--- config.mk ---
export PLATFORM = sky130hd
export DESIGN_NAME = comm_parallel_regs
export DESIGN_NICKNAME = d
export VERILOG_FILES = /design/src/rtl/comm_parallel_regs.sv
export SDC_FILE = /design/constraint.sdc
export NUM_CORES = 1
export LEC_CHECK = 0
export CAP_MARGIN = 15
export CELL_PAD_IN_SITES_DETAIL_PLACEMENT = 1
export CELL_PAD_IN_SITES_GLOBAL_PLACEMENT = 2
export CORE_UTILIZATION = 32
export DETAILED_ROUTE_END_ITERATION = 10
export PLACE_DENSITY = 0.76
export SLEW_MARGIN = 20
export SYNTH_ARGS = -nofsm -noshare
export SYNTH_HDL_FRONTEND = slang
export SYNTH_SLANG_ARGS = --single-unit
--- constraint.sdc ---
create_clock -name clk -period 2.5 [get_ports clk]
set_input_delay 0.25 -clock clk [delete_from_list [all_inputs] [get_ports clk]]
set_output_delay 0.25 -clock clk [all_outputs]
set_load 0.005 [all_outputs]
--- src/rtl/comm_parallel_regs.sv ---
// comm_parallel_regs
//   Register slave for an asynchronous parallel bus driven from board pins.
//   The write/read strobes are brought into the clk domain through two-flop
//   synchronisers. A four-phase handshake then writes into a NUM_REGS-deep
//   register bank, or reads from that bank or from a read-only status word.
//   The status word sits at BASE_ADDR+NUM_REGS.
//
// Ports
//   clk, rstN            system clock; asynchronous active-low reset
//   inData, addr         write data / address from the master (async pins)
//   writeData, readData  async write / read strobes
//   outData, outEn       read data and its pad drive enable
//   ack                  handshake acknowledge
//   statusIn             read-only status word
//   regOut               bank contents, reg k at [k*DATA_W +: DATA_W]
//   regWe                one-cycle pulse on the register just written
//   addrErr              sticky flag: last completed access was out of range
//   errCnt               saturating count of both-strobes-high errors
module comm_parallel_regs #(
  parameter int DATA_W    = 4,
  parameter int ADDR_W    = 8,
  parameter int NUM_REGS  = 16,
  parameter int BASE_ADDR = 0
) (
  input  logic                         clk,
  input  logic                         rstN,
  input  logic [DATA_W-1:0]            inData,
  input  logic [ADDR_W-1:0]            addr,
  input  logic                         writeData,
  input  logic                         readData,
  output logic [DATA_W-1:0]            outData,
  output logic                         outEn,
  output logic                         ack,
  input  logic [DATA_W-1:0]            statusIn,
  output logic [NUM_REGS*DATA_W-1:0]   regOut,
  output logic [NUM_REGS-1:0]          regWe,
  output logic                         addrErr,
  output logic [7:0]                   errCnt
);

  // One extra bit so BASE_ADDR+NUM_REGS never wraps in the range compare.
  localparam logic [ADDR_W:0] BASE_X = (ADDR_W+1)'(BASE_ADDR);
  localparam logic [ADDR_W:0] LAST_X = (ADDR_W+1)'(BASE_ADDR + NUM_REGS);
  localparam logic [ADDR_W:0] NREG_X = (ADDR_W+1)'(NUM_REGS);

  typedef enum logic [1:0] {IDLE, WR_ACK, RD_ACK, ERR_WAIT} state_t;

  state_t              state;
  logic                wr_p0, wr_s;
  logic                rd_p0, rd_s;
  logic [ADDR_W:0]     addr_x;
  logic [ADDR_W:0]     off_x;
  logic                in_range;
  logic                is_stat;
  logic [NUM_REGS-1:0] hit_vec;
  logic [DATA_W-1:0]   rd_val;

  function automatic logic [7:0] sat_inc(input logic [7:0] v);
    return (v == 8'hFF) ? v : v + 8'd1;
  endfunction

  // Stage p0/p1: two-flop strobe synchronisers
  always_ff @(posedge clk or negedge rstN) begin
    if (!rstN) begin
      wr_p0 <= 1'b0;
      wr_s  <= 1'b0;
      rd_p0 <= 1'b0;
      rd_s  <= 1'b0;
    end else begin
      wr_p0 <= writeData;
      wr_s  <= wr_p0;
      rd_p0 <= readData;
      rd_s  <= rd_p0;
    end
  end

  // Address decode straight from the pins; the result is consumed only on
  // the IDLE exit edge, by which time the master holds addr stable.
  assign addr_x   = {1'b0, addr};
  assign off_x    = addr_x - BASE_X;
  assign in_range = (addr_x >= BASE_X) && (addr_x <= LAST_X);
  assign is_stat  = in_range && (off_x == NREG_X);

  always_comb begin
    hit_vec = '0;
    rd_val  = '0;
    if (is_stat) rd_val = statusIn;
    for (int k = 0; k < NUM_REGS; k++) begin
      if (in_range && (off_x == (ADDR_W+1)'(k))) begin
        hit_vec[k] = 1'b1;
        rd_val     = regOut[k*DATA_W +: DATA_W];
      end
    end
  end

  // Stage p2: handshake FSM, register bank and registered outputs
  always_ff @(posedge clk or negedge rstN) begin
    if (!rstN) begin
      state   <= IDLE;
      outData <= '0;
      outEn   <= 1'b0;
      ack     <= 1'b0;
      regOut  <= '0;
      regWe   <= '0;
      addrErr <= 1'b0;
      errCnt  <= '0;
    end else begin
      regWe <= '0;
      case (state)
        IDLE: begin
          if (wr_s && !rd_s) begin
            for (int k = 0; k < NUM_REGS; k++)
              if (hit_vec[k]) regOut[k*DATA_W +: DATA_W] <= inData;
            regWe   <= hit_vec;
            addrErr <= !in_range;
            ack     <= 1'b1;
            state   <= WR_ACK;
          end else if (rd_s && !wr_s) begin
            outData <= rd_val;
            outEn   <= 1'b1;
            addrErr <= !in_range;
            ack     <= 1'b1;
            state   <= RD_ACK;
          end else if (wr_s && rd_s) begin
            errCnt <= sat_inc(errCnt);
            state  <= ERR_WAIT;
          end
        end
        WR_ACK: begin
          if (!wr_s) begin
            ack   <= 1'b0;
            state <= IDLE;
          end
        end
        RD_ACK: begin
          if (!rd_s) begin
            ack     <= 1'b0;
            outEn   <= 1'b0;
            outData <= '0;
            state   <= IDLE;
          end
        end
        ERR_WAIT: begin
          if (!wr_s && !rd_s) state <= IDLE;
        end
        default: state <= IDLE;
      endcase
    end
  end

endmodule
==> run summary, run 1 <==
outcome -> finished clean
pin count of the biggest net entering global routing -> 70
Max Slew Vio Count -> 0
mux contribution to synthesized area -> 18.4%
critical path peak fanout -> 7
worst skew pair latency -> 360 ps
full die area -> 15700 µm²
Port Buffers -> 114
post-synthesis sequential element count -> 101
critical path arrival -> 2490 ps
residual overflow from global routing -> 0
clock network power share -> 37.4%
Core ar. -> 14700 µm²
switching fraction of total power -> 27.7%
most used flip-flop cell after synthesis -> dfrtp_1
Ports -> 115
# diodes -> 0
Post-DP Area -> 6340 µm²
Post-synth EDFFs -> 0
worst rel slew slack -> 40.1%
Core Util, Final -> 45.5%
WL final -> 16.0 mm
share of layout cells above drive strength 1 -> 23.5%
initial antenna violation count -> 0
layout net count -> 576
adder-cell share of the synthesized area -> 2.83%
Final Setup Violations -> 0
Pint -> 2.98 mW
Initial Util -> 33.1%
Synth warnings -> 0
Fin. Hold Viols -> 0
H-Tree Level Count -> 3
clock root buffer master -> clkbuf_16
drt wl/cell -> 21.8 µm
Synthesized Nets -> 438
simple-gate share of the synthesized area -> 11.7%
most common cell in the netlist -> dfrtp_1
cell row count -> 44
net switching power -> 1.14 mW
vias in the first global route -> 4090
minimum clock period -> 2250 ps
Synth top cells by count -> 101 x dfrtp_1, 68 x mux2_2, 24 x nand2_1
Worst-path clk slew -> 80 ps
Final ANT Viol Nets -> 0
Avg Inst Size Synth -> 12.0 µm²
Final period util -> 90.1%
Slew @ Worst Pin -> 895 ps
DP Cell Count -> 717
Detailed Place HPWL -> 11.4 mm
CTS Sinks -> 101
DR DRC count -> 0
vias per cell -> 5.22
hold path cells -> 1
TritonCTS Buffers -> 9
CTS tree -> built
die height -> 125 µm
static leakage -> 3.03 nW
Synth top area share -> 51.9%
Hold WC Path Type -> in -> reg
FILL cells -> 1570
Mapped Area -> 4870 µm²
Async S/R FF share, synth -> 100%
R2R depth -> 6
Final Skew -> 7.68 ps
most area-hungry cell type in the Yosys netlist -> dfrtp_1
Netlist cell types -> 57
overall global routing resource usage -> 21.2%
drt initial violations -> 191
Max Clk Rate -> 0.444 GHz
Setup crit end kind -> flip-flop
Peak VDD IR -> 313 µV
combinational group share of total power -> 18.2%
max_cap viols -> 0
post-synthesis sequential area ratio -> 51.9%
ranking of synthesized cells by area -> dfrtp_1 52%, mux2_2 16%, ha_1 2.8%
Area growth syn-to-layout -> 37.2%
largest family of logic cells by synthesized area -> multiplexers
TNS Setup -> 0 ps
CP Data Required Time -> 2740 ps
Startpoint Class -> flip-flop
width of the chip -> 125 µm
Pwr Density -> 616 nW/µm²
Compound-Gate Fraction of Synth Area -> 9.71%
first-pass GRT wire length -> 24.7 mm
Final Instance Area -> 6680 µm²
Bufs on Longest Clock Path -> 2
critical path class -> reg -> reg
post-synthesis xor/xnor area fraction -> 1.26%
Final Non-Filler Cells -> 734
via count -> 3834
Mapped Cells -> 407
DR pass1 iterations -> 6
setup repair after global routing missed its margin -> false
part of the power in registers -> 44.4%
Final GP Congestion -> 0.867
[final cells by class]
type	instances	area, µm²	share of cell area (%)
inverters	17	63.8	0.955
multi-input cells	269	2140	32.0
clock buffers	9	225	3.37
well taps	184	230	3.44
flip-flops and latches	101	2530	37.8
clock inverters	7	98.8	1.48
repair buffers	147	1400	20.9
[cells by family (layout without fill, tap and decap cells)]
logic type,after synthesis,after routing
AOI/OAI and AO/OA,71,71
and+or+nand+nor,99,99
xor gates and xnor gates,7,7
buffers and inverters,37,180
DFF,101,101
adders and majority gates,11,11
muxes,81,81
[through the flow]
stage	hold slack, ps	power, mW	setup WS (ps)
5_1_grt	335	4.30	128
4_1_cts	328	4.16	92.1
3_3_place_gp	218	2.57	67.0
3_5_place_dp	223	2.60	36.0
6_report	342	4.11	248
2_1_floorplan	-45.6	2.20	527
[final timing paths]
| check | from | to | slack [ps] |
|---|---|---|---|
| worst max-delay path | rd_s | regOut[38] | 250 |
| worst min-delay path | writeData | wr_p0 | 340 |
| worst max register to register | rd_s | regOut[38] | 250 |
| worst min register to register | wr_p0 | wr_s | 360 |
| max in group asynchronous | rstN | regOut[0] | 1400 |
| min in group asynchronous | rstN | regWe[7] | 370 |
[critical path, stage by stage, from the launching register on]
cell,delay [ps]
dfrtp_1,450
inv_1,100
ha_1,290
nand2_1,210
or2_2,410
nor2_1,280
mux2_2,390
[sequential cells by signal, summed over array words and instances, names as in the netlist]
name,cells
regOut,64
regWe,16
errCnt,8
outData,4
state,2
ack,1
addrErr,1
outEn,1
rd_p0,1
rd_s,1
wr_p0,1
wr_s,1
[what timing repair did]
item,in CTS,in global routing
hold buffers,1,0
hold endpoints to repair,32,0
endpoints found under the setup margin,0,3
gates resized for setup,0,1
buffers inserted,0,0
[metal layers]
layer	track usage, %	part of all wire [%]	up-vias
met5	0	0	-
met4	8.61	2.4	0
met3	3.47	3.7	21
met2	33.3	47	99
met1	29.0	47	1974
li1	-	-	1740
[power by group through the flow]
stage          Sequential, mW  Combinational, mW  Clock [mW]
2_1_floorplan            1.84              0.358           0
3_3_place_gp             1.85              0.719           0
5_1_grt                  1.84              0.825        1.63
3_5_place_dp             1.86              0.743           0
4_1_cts                  1.83              0.755        1.57
6_report                 1.83              0.747        1.54
[placed cells by master (no fill, tap or decap), types with 3 or more instances in the layout]
cell type,instances
a21oi_1,14
a221oi_1,3
a31oi_1,3
buf_4,32
clkbuf_16,9
clkdlybuf4s50_1,112
clkinvlp_4,4
dfrtp_1,101
ha_1,11
inv_1,16
mux2_2,68
mux2i_1,13
nand2_1,24
nand2b_1,7
nand3_1,11
nand3b_1,4
nand4_1,4
nor2_1,20
nor2b_1,5
nor3_1,6
nor3_4,4
o21ai_0,19
o221ai_1,3
o22ai_1,3
o31ai_1,3
xnor2_1,5
Note: power is estimated with default switching activity, not from simulation.
==> run 2, diff against run 1 <==
- CORE_MARGIN: unset -> 2
==> run 2 against run 1 <==
Total power rose by 2.1%. Final area rose by 0.26%. Die area rose by 3.2%. Clock power rose by 6%. Critical path type unchanged. Fmax fell by 2.0%. Flip-flop and latch count did not move.
==> run summary, run 2 (same netlist as run 1, synthesis figures left out) <==
residual overflow from global routing -> 0
minimum clock period -> 2300 ps
routing usage on met1 -> 28.9%
CP Data Required Time -> 2740 ps
initial antenna violation count -> 0
DR pass1 iterations -> 4
clock root buffer master -> clkbuf_16
Largest Register -> regOut
outcome -> finished clean
Area growth syn-to-layout -> 37.6%
critical path peak fanout -> 7
worst skew pair latency -> 360 ps
Final Skew -> 8.56 ps
full die area -> 16200 µm²
commonest non-fill, non-tap cell in the layout -> clkdlybuf4s50_1
critical path arrival -> 2530 ps
setup repair after global routing missed its margin -> false
Fin. Hold Viols -> 0
# diodes -> 0
layout net count -> 576
first-pass GRT wire length -> 24.4 mm
Top Usage Layer GRT -> met2
width of the chip -> 127 µm
Bufs on Longest Clock Path -> 2
worst rel slew slack -> 46.1%
pin count of the biggest net entering global routing -> 46
WL final -> 15.4 mm
TNS Setup -> 0 ps
Ports -> 115
Final GP Congestion -> 0.832
cell row count -> 45
M3 GR Usage -> 2.68%
Pwr Density -> 627 nW/µm²
Core ar. -> 15000 µm²
Worst-path clk slew -> 70 ps
critical path class -> reg -> reg
CP top delay family -> simple AND/OR/NAND/NOR gates
CP peak stage delay -> 450 ps
max reg flops -> 64
Startpoint Class -> flip-flop
TritonCTS Buffers -> 9
Detailed Place HPWL -> 11.2 mm
die height -> 127 µm
share of layout cells above drive strength 1 -> 23.3%
hold path cells -> 1
FILL cells -> 1612
CTS Sinks -> 101
WP depth -> 6
Setup crit end kind -> flip-flop
max_cap viols -> 0
worst path bufs/invs -> 1
Hold WC Path Type -> in -> reg
grt met2 use -> 30.6%
Final period util -> 91.9%
static leakage -> 3.05 nW
Final Setup Violations -> 0
Slew @ Worst Pin -> 805 ps
DR DRC count -> 0
most frequent cells in the layout -> 112 x clkdlybuf4s50_1, 101 x dfrtp_1, 68 x mux2_2, 33 x buf_4, 24 x nand2_1
crit-path cells -> inv_1 -> ha_1 -> nand2_1 -> or2_2 -> nor2_1 -> mux2_2
vias per cell -> 5.14
Peak VDD IR -> 318 µV
R2R depth -> 6
slowest CP cell -> dfrtp_1
worst r2r src -> rd_s
Max Slew Vio Count -> 0
Crit Reg-Reg Endpoint -> regOut[37]
r2r setup slk -> 200 ps
drt wl/cell -> 20.9 µm
overall global routing resource usage -> 19.8%
vias in the first global route -> 4208
H-Tree Level Count -> 3
Port Buffers -> 114
drt initial violations -> 159
Post CTS Setup Buffer Count -> 0
CTS tree -> built
pre-CTS setup slack -> 34.6 ps
via count -> 3795
Initial Util -> 32.4%
end of the worst hold path -> wr_p0
Largest regs -> regOut x64, regWe x16, errCnt x8
hold path startpoint -> writeData
Max Clk Rate -> 0.435 GHz
Final WS setup -> 203 ps
Final ANT Viol Nets -> 0
## run 2: changes by cell type in the layout (fill, tap and decap cells not counted), sizes merged
cell	before	now
clkinvlp	4	1
bufinv	2	3
clkbuf	9	11
## run 2: routing by layer
layer | wire, µm | up-vias
met4 | 191 | 0
met3 | 754 | 13
met5 | 0 | -
met1 | 7300 | 1924
met2 | 7170 | 111
li1 | - | 1747
## run 2: per-stage QoR
stage | area, µm² | cells | hold slack (ps) | util (%) | power [mW]
2_1_floorplan | 4870 | 407 | -45.6 | - | 2.20
3_3_place_gp | 6340 | 721 | 308 | 42.2 | 2.57
3_5_place_dp | 6340 | 721 | 316 | 42.2 | 2.59
4_1_cts | 6700 | 738 | 337 | 44.5 | 4.25
5_1_grt | 6700 | 738 | 338 | 44.6 | 4.38
6_report | 6700 | 738 | 342 | 44.6 | 4.20
## run 2: repair_timing
item / in CTS / in global routing
resized for setup: 0 / 1
endpoints found under the hold margin: 43 / 0
hold buffers: 1 / 0
endpoints found under the setup margin: 0 / 1
## run 2: cell type report
class | instances | area, µm² | area share, %
well taps | 188 | 235 | 3.51
clock buffers | 11 | 243 | 3.62
clock inverters | 5 | 106 | 1.59
repair buffers | 147 | 1380 | 20.6
multi-input cells | 269 | 2140 | 32.0
inverters | 17 | 63.8 | 0.952
flip-flops and latches | 101 | 2530 | 37.7
## run 2: power by group
part	internal (mW)	switching, mW	total (mW)
clock network	1.01	0.631	1.64
registers	1.73	0.0974	1.83
logic	0.362	0.370	0.732
total	3.10	1.10	4.20
## run 2: worst max-delay path by stage
stage,from,end,slack (ps)
floorplan,state[0],regOut[20],530
global placement,addr[7],regOut[1],60
detailed placement,addr[7],regOut[3],30
CTS,rd_s,errCnt[6],170
global route,rd_s,regOut[39],4
finish,rd_s,regOut[37],200
